File: src/rtl/router_pkg.sv
`default_nettype none
// ============================================================================
//  Package     : router_pkg
//  Description : Shared widths, constants and FSM encoding for the router
//                packet transmitter and its parity accumulator.
//  Revision    : 1.0 - initial release
// ============================================================================
package router_pkg;

    localparam int BYTE_W = 8;
    localparam int LEN_W  = 6;
    localparam int ADDR_W = 2;

    // Destination 3 does not exist on the router.
    localparam logic [ADDR_W-1:0] ADDR_ILLEGAL = 2'b11;

    typedef enum logic [2:0] {
        IDLE    = 3'd0,
        HEADER  = 3'd1,
        PAYLOAD = 3'd2,
        PARITY  = 3'd3,
        GAP     = 3'd4
    } tx_state_e;

    // A start request is only honoured for a real port and a non-empty payload.
    function automatic logic start_legal(input logic [ADDR_W-1:0] addr,
                                         input logic [LEN_W-1:0]  len);
        return (addr != ADDR_ILLEGAL) && (len != '0);
    endfunction

endpackage : router_pkg
`default_nettype wire

File: src/rtl/router_parity_acc.sv
`default_nettype none
// ============================================================================
//  Module      : router_parity_acc
//  Description : Running XOR of every byte handed to the router. Cleared when
//                a new packet is launched, updated on each accepted byte.
//  Revision    : 1.0 - initial release
// ============================================================================
module router_parity_acc
    import router_pkg::*;
(
    input  logic              clk,
    input  logic              resetn,
    input  logic              clear_i,
    input  logic              en_i,
    input  logic [BYTE_W-1:0] byte_i,
    output logic [BYTE_W-1:0] parity_o
);

    logic [BYTE_W-1:0] acc_q;

    // Clear has priority so a fresh packet never inherits stale parity.
    always_ff @(posedge clk or negedge resetn) begin
        if (!resetn) begin
            acc_q <= '0;
        end else if (clear_i) begin
            acc_q <= '0;
        end else if (en_i) begin
            acc_q <= acc_q ^ byte_i;
        end
    end

    assign parity_o = acc_q;

endmodule : router_parity_acc
`default_nettype wire

File: src/rtl/router_pkt_tx.sv
`default_nettype none
// ============================================================================
//  Module      : router_pkt_tx
//  Description : Packet transmitter toward the router: header, payload bytes
//                streamed from din, trailing parity byte, one-cycle gap.
//                Optional macro ROUTER_PKT_TX_ERR_INJ_EN enables inverted
//                parity when corrupt_parity is latched with start.
//  Revision    : 1.0 - initial release
// ============================================================================
module router_pkt_tx
    import router_pkg::*;
(
    input  logic              clk,
    input  logic              resetn,
    input  logic              start,
    input  logic [ADDR_W-1:0] dest_addr,
    input  logic [LEN_W-1:0]  pay_len,
    input  logic [BYTE_W-1:0] din,
    input  logic              corrupt_parity,
    input  logic              busy,
    output logic              din_req,
    output logic              pkt_valid,
    output logic [BYTE_W-1:0] data_out,
    output logic              tx_ready,
    output logic              tx_err,
    output logic              tx_done
);

    tx_state_e         state_q;
    logic [LEN_W-1:0]  cnt_q;
    logic [LEN_W-1:0]  len_q;
    logic [ADDR_W-1:0] addr_q;
    logic [BYTE_W-1:0] data_q;
    logic              pkt_valid_q;
    logic              tx_ready_q;
    logic              tx_err_q;
    logic              tx_done_q;

    logic              start_ok;
    logic              launch;
    logic              acc_en;
    logic [BYTE_W-1:0] acc_byte;
    logic [BYTE_W-1:0] acc_parity;
    logic [BYTE_W-1:0] parity_d;
    logic [BYTE_W-1:0] parity_tx;
    logic [BYTE_W-1:0] header_byte;

    assign start_ok    = start && start_legal(dest_addr, pay_len);
    assign launch      = (state_q == IDLE) && start_ok;
    assign header_byte = {len_q, addr_q};

    // Header and payload bytes feed the accumulator only when the router takes them.
    assign acc_en   = !busy && ((state_q == HEADER) || (state_q == PAYLOAD));
    assign acc_byte = (state_q == HEADER) ? header_byte : din;

    router_parity_acc u_parity_acc (
        .clk      (clk),
        .resetn   (resetn),
        .clear_i  (launch),
        .en_i     (acc_en),
        .byte_i   (acc_byte),
        .parity_o (acc_parity)
    );

    // The last payload byte is folded in here so the parity register is ready
    // on the very edge that enters PARITY.
    assign parity_d = acc_parity ^ din;

`ifdef ROUTER_PKT_TX_ERR_INJ_EN
    logic corrupt_q;

    // Injection request is captured with the accepted start only.
    always_ff @(posedge clk or negedge resetn) begin
        if (!resetn) begin
            corrupt_q <= 1'b0;
        end else if (launch) begin
            corrupt_q <= corrupt_parity;
        end
    end

    assign parity_tx = corrupt_q ? ~parity_d : parity_d;
`else
    logic unused_corrupt;
    assign unused_corrupt = corrupt_parity;
    assign parity_tx      = parity_d;
`endif

    // Packet sequencing FSM; all control outputs are registered here.
    always_ff @(posedge clk or negedge resetn) begin
        if (!resetn) begin
            state_q     <= IDLE;
            cnt_q       <= '0;
            len_q       <= '0;
            addr_q      <= '0;
            data_q      <= '0;
            pkt_valid_q <= 1'b0;
            tx_ready_q  <= 1'b1;
            tx_err_q    <= 1'b0;
            tx_done_q   <= 1'b0;
        end else begin
            tx_err_q  <= 1'b0;
            tx_done_q <= 1'b0;
            case (state_q)
                IDLE: begin
                    if (start_ok) begin
                        len_q       <= pay_len;
                        addr_q      <= dest_addr;
                        cnt_q       <= pay_len;
                        pkt_valid_q <= 1'b1;
                        tx_ready_q  <= 1'b0;
                        state_q     <= HEADER;
                    end else if (start) begin
                        tx_err_q <= 1'b1;
                    end
                end
                HEADER: begin
                    if (!busy) begin
                        state_q <= PAYLOAD;
                    end
                end
                PAYLOAD: begin
                    if (!busy) begin
                        cnt_q <= cnt_q - 1'b1;
                        if (cnt_q == 6'd1) begin
                            pkt_valid_q <= 1'b0;
                            data_q      <= parity_tx;
                            state_q     <= PARITY;
                        end
                    end
                end
                PARITY: begin
                    if (!busy) begin
                        data_q    <= '0;
                        tx_done_q <= 1'b1;
                        state_q   <= GAP;
                    end
                end
                GAP: begin
                    tx_ready_q <= 1'b1;
                    state_q    <= IDLE;
                end
                default: begin
                    data_q      <= '0;
                    pkt_valid_q <= 1'b0;
                    tx_ready_q  <= 1'b1;
                    state_q     <= IDLE;
                end
            endcase
        end
    end

    // Payload bytes flow straight from din; every other state shows a register.
    always_comb begin
        din_req  = 1'b0;
        data_out = data_q;
        if (state_q == PAYLOAD) begin
            din_req  = !busy;
            data_out = din;
        end else if (state_q == HEADER) begin
            data_out = header_byte;
        end
    end

    assign pkt_valid = pkt_valid_q;
    assign tx_ready  = tx_ready_q;
    assign tx_err    = tx_err_q;
    assign tx_done   = tx_done_q;

endmodule : router_pkt_tx
`default_nettype wire

File: config.mk
export PLATFORM = sky130hd
export DESIGN_NAME = router_pkt_tx
export DESIGN_NICKNAME = d
export VERILOG_FILES = /design/src/rtl/router_pkg.sv /design/src/rtl/router_parity_acc.sv /design/src/rtl/router_pkt_tx.sv
export SDC_FILE = /design/constraint.sdc
export NUM_CORES = 1
export LEC_CHECK = 0
export CORE_MARGIN = 5
export CORE_UTILIZATION = 55
export CTS_BUF_LIST = sky130_fd_sc_hd__clkbuf_8
export DETAILED_ROUTE_END_ITERATION = 16
export PLACE_DENSITY_LB_ADDON = 0.2
export SYNTH_ARGS = -nofsm -noshare
export SYNTH_HDL_FRONTEND = slang
export SYNTH_SLANG_ARGS = --single-unit
File: constraint.sdc
create_clock -name clk -period 2.3 [get_ports clk]
set_clock_uncertainty 0.15 [all_clocks]
set_input_delay 0.345 -clock clk [delete_from_list [all_inputs] [get_ports clk]]
set_output_delay 0.345 -clock clk [all_outputs]
set_load 0.02 [all_outputs]
-- Yosys cells after proc, flatten, opt, wreduce, memory -nomap -nowiden
Cells that the tools add are included.
- register bits: 37
- input bits: 21
- output and inout bits: 13
- logic and storage cells: 76
- add/sub/neg operators: 1
- reductions and logical operators: 19
- eq/ne operators: 11
- mux-type cells: 30
- bitwise operators: 5
- operators by type and width (cell ; number):
    2-to-1 mux 8 bit ; 8
    case mux 8 bit (3 select lines) ; 1
    bitwise XOR 8 bit ; 2
    2-to-1 mux 3 bit ; 5
    2-to-1 mux 6 bit ; 2
    != test 2 bit (second input constant) ; 6
    case mux 3 bit (4 select lines) ; 1
    case mux 6 bit (2 select lines) ; 1
    2-to-1 mux 1 bit ; 10
    OR reduction 3 bit ; 3
    AND reduction 4 bit ; 2
    equality test 3 x 2 -> 1 bit (second input constant) ; 2
    equality test 6 x 1 -> 1 bit (second input constant) ; 1
    nonzero test 6 bit ; 1
    subtractor 6 x 1 -> 6 bit (second input constant) ; 1
    AND reduction 5 bit ; 1
    logical AND 1 bit ; 4
    AND reduction 2 bit ; 2
    nonzero test 2 bit ; 2
    equality test 3 x 1 -> 1 bit (second input constant) ; 1
    equality test 3 bit (second input constant) ; 1
    logical NOT 3 bit ; 1
    inverter 1 bit ; 3
    case mux 1 bit (3 select lines) ; 1
    4 further kinds ; 4

-- Logic depth before layout (Yosys ltp)
- depth after elaboration: 5
- depth in mapped cells: 7
- gate-level depth less buffers: 6

-- By module
A second synthesis with hierarchy kept.
- cells, all modules: 203
- area, all modules: 2205.9 um2
- modules (own cells, without submodules) (module ; times used ; cells each ; area each (um2)):
    router_pkt_tx ; 1 ; 168 ; 1799.2
    router_parity_acc ; 1 ; 35 ; 406.6

-- Worst setup path before layout
OpenSTA, ideal clock, no wires.
- kind: register -> output
- from: reg state_q[2]
- to: out data_out[0]
- path buffers: 2
- required time: 1.805 ns
- path slack: 0.195 ns
- arrival time: 1.610 ns
- cell stages (with the launch flop): 6
- cell sequence: dfrtp_1 > clkbuf_1 > nor3b_1 > clkbuf_1 > a22oi_1 > nand2_1
- longest elaborated chain between the ends: 3
- ends and longest elaborated chain (element ; RTL line ; text):
    from (decl) ; router_pkt_tx.sv:29 ; tx_state_e state_q;
    from (signal assigned) ; router_pkt_tx.sv:91 ; state_q <= IDLE;
    from (signal assigned) ; router_pkt_tx.sv:111 ; state_q <= HEADER;
    from (signal assigned) ; router_pkt_tx.sv:118 ; state_q <= PAYLOAD;
    equality test 3 x 1 -> 1 bit ; router_pkt_tx.sv:159 ; end else if (state_q == HEADER) begin
    2-to-1 mux 8 bit ; router_pkt_tx.sv:159 ;
    2-to-1 mux 8 bit (*) ; router_pkt_tx.sv:156 ; if (state_q == PAYLOAD) begin
    to (decl) ; router_pkt_tx.sv:23 ; output logic [BYTE_W-1:0] data_out,
Every way passes the cells marked *; elsewhere a longest branch is shown, timed or not.

-- Final worst setup path
- from: reg state_q[2]
- to: out data_out[1]
Same word-level chain as after synthesis.

==> load_flow_metrics.sql <==
INSERT INTO impl_metrics (metric_group, metric, value, unit) VALUES
('finish', 'post_route_cells_drive_above_1_share', '26.02', '%'),
('detailed_routing', 'number_of_vias_per_cell_after_detailed_routing', '5.533', ''),
('synthesis', 'synth.lib_cells_used.distinct', '43', ''),
('die', 'top_level_port_count', '34', ''),
('sta', 'grt_setup_unrepaired', 'no', ''),
('die', 'floorplan.initialDensity', '56.97', '%'),
('worst_setup_path', 'worst_setup_path_end_kind', 'output port', ''),
('sta', 'tightestPinTransition', '0.8288', 'ns'),
('placement', 'post-dp-hpwl', '3.560', 'mm'),
('worst_setup_path', 'r2r_setup_slack', '0.14', 'ns'),
('synthesis', 'synth.net_count', '232', ''),
('synthesis', 'synth-async-reset-ratio', '100.0', '%'),
('sta', 'finalHoldViolCount', '11', ''),
('worst_setup_path', 'worstPathArrival', '1.71', 'ns'),
('synthesis', 'synth.avg_cell_area', '9.980', 'um^2'),
('finish', 'fin_util', '74.09', '%'),
('clock_tree', 'clkSlewWorstSetupHoldPaths', '0.07', 'ns'),
('sta', 'timing.max_slew.rel_slack', '44.75', '%'),
('clock_tree', 'clock_tree.root_cell', 'sky130_fd_sc_hd__clkbuf_8', ''),
('power_and_ir_drop', 'switching_power', '1444', 'uW'),
('detailed_routing', 'drcViolationCount', '0', ''),
('global_route', 'grt_start_max_net_pins', '38', ''),
('worst_setup_path', 'logic_depth_of_the_worst_register_to_register_path', '6', ''),
('sta', 'final_period_minus_worst_setup_slack', '2.201', 'ns'),
('sta', 'achievable-frequency', '454.3', 'MHz'),
('sta', 'final_setup_violation_count', '0', ''),
('detailed_routing', 'drt-wirelength-per-cell', '15.51', 'um'),
('clock_tree', 'tritoncts', 'yes', ''),
('hold_path', 'timing.hold.worst.class', 'in2async', ''),
('detailed_routing', 'length_of_the_first_detailed_routing_pass_in_iterations', '4', ''),
('clock_tree', 'ctsHtreeMaxLevel', '2', ''),
('die', 'floorplan.core_area', '3661', 'um^2'),
('worst_setup_path', 'setup.worst_path.end', 'data_out[1]', ''),
('power_and_ir_drop', 'leakage_component_of_the_power', '0.001226', 'uW'),
('finish', 'nFillCells', '290', ''),
('power_and_ir_drop', 'cell_internal_pwr', '2096', 'uW'),
('detailed_routing', 'postRouteWirelength', '4.918', 'mm'),
('power_and_ir_drop', 'share_clk_of_total_power', '12.4', '%'),
('synthesis', 'dominantRegCellSynth', 'sky130_fd_sc_hd__dfrtp_1', ''),
('die', 'die_width', '71.58', 'um'),
('detailed_routing', 'drt_iter0_markers', '106', ''),
('power_and_ir_drop', 'peak_vdd_ir', '0.7977', 'mV'),
('die', 'die_height', '71.58', 'um'),
('global_route', 'grt_first_pass_wirelength', '7.976', 'mm'),
('outcome', 'status', 'finished with violations', ''),
('worst_setup_path', 'critical_path.reg2reg.endpoint', 'data_q[2]', ''),
('outcome', 'violations_in_the_final_reports', 'negative hold slack', ''),
('sta', 'maxSlewViolCount', '0', ''),
('finish', 'nets', '291', ''),
('sta', 'final.setup.worst_slack', '0.09863', 'ns'),
('power_and_ir_drop', 'seqPwrFrac', '32.8', '%'),
('synthesis', 'syn_inst', '209', ''),
('global_route', 'first_global_vias', '1753', ''),
('synthesis', 'synth_sequential_area_ratio', '44.45', '%'),
('global_route', 'grt_remaining_overflow', '0', ''),
('power_and_ir_drop', 'switching_share', '40.79', '%'),
('detailed_routing', 'route.vias.total', '1754', ''),
('synthesis', 'synth_edf_count', '0', ''),
('power_and_ir_drop', 'combPwrFrac', '54.8', '%'),
('sta', 'final.hold.worst_slack', '-0.002312', 'ns'),
('placement', 'gpl.final_weighted_congestion', '0.8718', ''),
('clock_tree', 'number_of_buffers_added_by_the_clock_tree_synthesis_step', '5', ''),
('clock_tree', 'worst_skew_pair.late_latency', '0.29', 'ns'),
('finish', 'layout.cells.non_filler', '317', ''),
('worst_setup_path', 'max_fanout_on_critical_path', '7', ''),
('die', 'placementRows', '22', ''),
('global_route', 'antenna_found_initial', '0', ''),
('job', 'drv.max_cap_violation_count', '0', ''),
('worst_setup_path', 'critPathKind', 'reg2out', ''),
('placement', 'placed_cells_incl_taps', '305', ''),
('worst_setup_path', 'timing.critical_path.from_type', 'flip-flop', '');
## logic make-up after synthesis
family	Yosys count	share of synthesized area, %
xor gates and xnor gates	10	4.199
adders and majority gates	2	1.200
and+or+nand+nor	72	17.40
DFF	37	44.45
muxes	27	13.98
AOI/OAI and AO/OA	47	15.30
buffers and inverters	14	3.479
## worst min path at each step
stage	start	end	slack (ns)	depth (start not counted)
finish	resetn	u_parity_acc.parity_o[0]	-0.002	1
global route	resetn	u_parity_acc.parity_o[0]	0.05	1
CTS	resetn	data_q[4]	0.02	1
detailed placement	resetn	data_q[0]	0.33	1
global placement	tx_ready	tx_ready	0.33	2
floorplan	resetn	addr_q[0]	-0.10	0
## stage by stage
stage | setup TNS (ns) | total power, uW | hold slack (ns) | area, um^2
after floorplan | 0 | 2382 | -0.1006 | 2086
after CTS | 0 | 3483 | 0.01529 | 2680
after global placement | -1.639 | 3050 | 0.3270 | 2600
final | 0 | 3540 | -0.002312 | 2713
after detailed placement | -1.743 | 3111 | 0.3332 | 2600
after global routing | 0 | 3803 | 0.05022 | 2713
## layout make-up
cell class | instances | area, um^2 | area share, %
clock buffer | 5 | 68.82 | 2.537
clock inverter | 3 | 13.76 | 0.5074
tap | 48 | 60.06 | 2.214
sequential | 37 | 927.1 | 34.18
multi-input combinational | 158 | 1105 | 40.73
inverter | 5 | 18.77 | 0.6919
timing repair buffer | 61 | 519.2 | 19.14
## cells in the final DEF (no fill, tap or decap), types with 2 or more instances in the layout
cell type                         count
sky130_fd_sc_hd__dfrtp_1             36
sky130_fd_sc_hd__buf_4               27
sky130_fd_sc_hd__clkdlybuf4s50_1     22
sky130_fd_sc_hd__nor2_1              21
sky130_fd_sc_hd__nand2_1             20
sky130_fd_sc_hd__mux2_2              17
sky130_fd_sc_hd__a21oi_1             11
sky130_fd_sc_hd__xnor2_1             10
sky130_fd_sc_hd__o21ai_0             10
sky130_fd_sc_hd__or3_1               10
sky130_fd_sc_hd__mux2i_1             10
sky130_fd_sc_hd__a22oi_1              8
sky130_fd_sc_hd__dlygate4sd2_1        8
sky130_fd_sc_hd__inv_1                6
sky130_fd_sc_hd__clkbuf_8             5
sky130_fd_sc_hd__a31oi_1              4
sky130_fd_sc_hd__nor3b_1              3
sky130_fd_sc_hd__or2_2                3
sky130_fd_sc_hd__nor2b_1              2
sky130_fd_sc_hd__a211o_1              2
sky130_fd_sc_hd__nor3_1               2
sky130_fd_sc_hd__a221o_1              2
sky130_fd_sc_hd__ha_1                 2
sky130_fd_sc_hd__clkinv_2             2
sky130_fd_sc_hd__buf_2                2
## critical path, cell delays in order, from the launching register on
cell                            delay (ns)
sky130_fd_sc_hd__dfrtp_1              0.46
sky130_fd_sc_hd__nor3b_4              0.25
sky130_fd_sc_hd__nor2_1               0.10
sky130_fd_sc_hd__buf_4                0.17
sky130_fd_sc_hd__nand2_1              0.07
sky130_fd_sc_hd__nand2_1              0.05
sky130_fd_sc_hd__dlygate4sd2_1        0.32
## power groups by stage
stage / combinational (uW) / sequential [uW] / clock, uW
final: 1940 / 1160 / 437
after global routing: 2120 / 1190 / 487
after CTS: 1890 / 1150 / 450
after detailed placement: 1950 / 1160 / 0
after global placement: 1910 / 1140 / 0
after floorplan: 1270 / 1110 / 0
## routing by layer
| metal | vias to the layer above | GRT usage [%] | wire, um |
|---|---|---|---|
| li1 | 865 | - | - |
| met1 | 853 | 24.53 | 2153 |
| met2 | 30 | 33.16 | 2503 |
| met3 | 6 | 5.891 | 198 |
| met4 | 0 | 7.307 | 62 |
| met5 | - | 0 | 0 |
## sequential cells by signal, summed over array words and instances (netlist names)
| signal | flops |
|---|---|
| addr_q | 2 |
| cnt_q | 6 |
| data_q | 8 |
| len_q | 6 |
| pkt_valid | 1 |
| state_q | 3 |
| tx_done | 1 |
| tx_err | 1 |
| tx_ready | 1 |
| u_parity_acc.parity_o | 8 |
## cell usage after synthesis (all sizes together), types with 2 or more instances
cell type | count | share of area, %
mux2i | 10 | 4.8
ha | 2 | 1.2
or3 | 10 | 3.0
mux2 | 17 | 9.2
a221o | 2 | 0.96
or4 | 2 | 0.90
nor3 | 2 | 0.48
o21ai | 11 | 2.8
a211o | 2 | 0.84
or2 | 3 | 0.90
a21oi | 12 | 3.1
nor3b | 5 | 1.8
nor2b | 2 | 0.60
clkbuf | 3 | 0.54
dfrtp | 36 | 43
xnor2 | 10 | 4.2
buf | 6 | 2.0
nor2 | 22 | 4.0
a22oi | 8 | 2.9
nand2 | 21 | 3.9
inv | 5 | 0.90
a31oi | 4 | 1.2
## repair_timing
action,in CTS,in global routing
gates resized for setup,11,4
cloned,0,1
pin swaps,0,1
buffers inserted,0,3
endpoints found under the setup margin,9,15
Note: power is estimated with default switching activity, not from simulation.
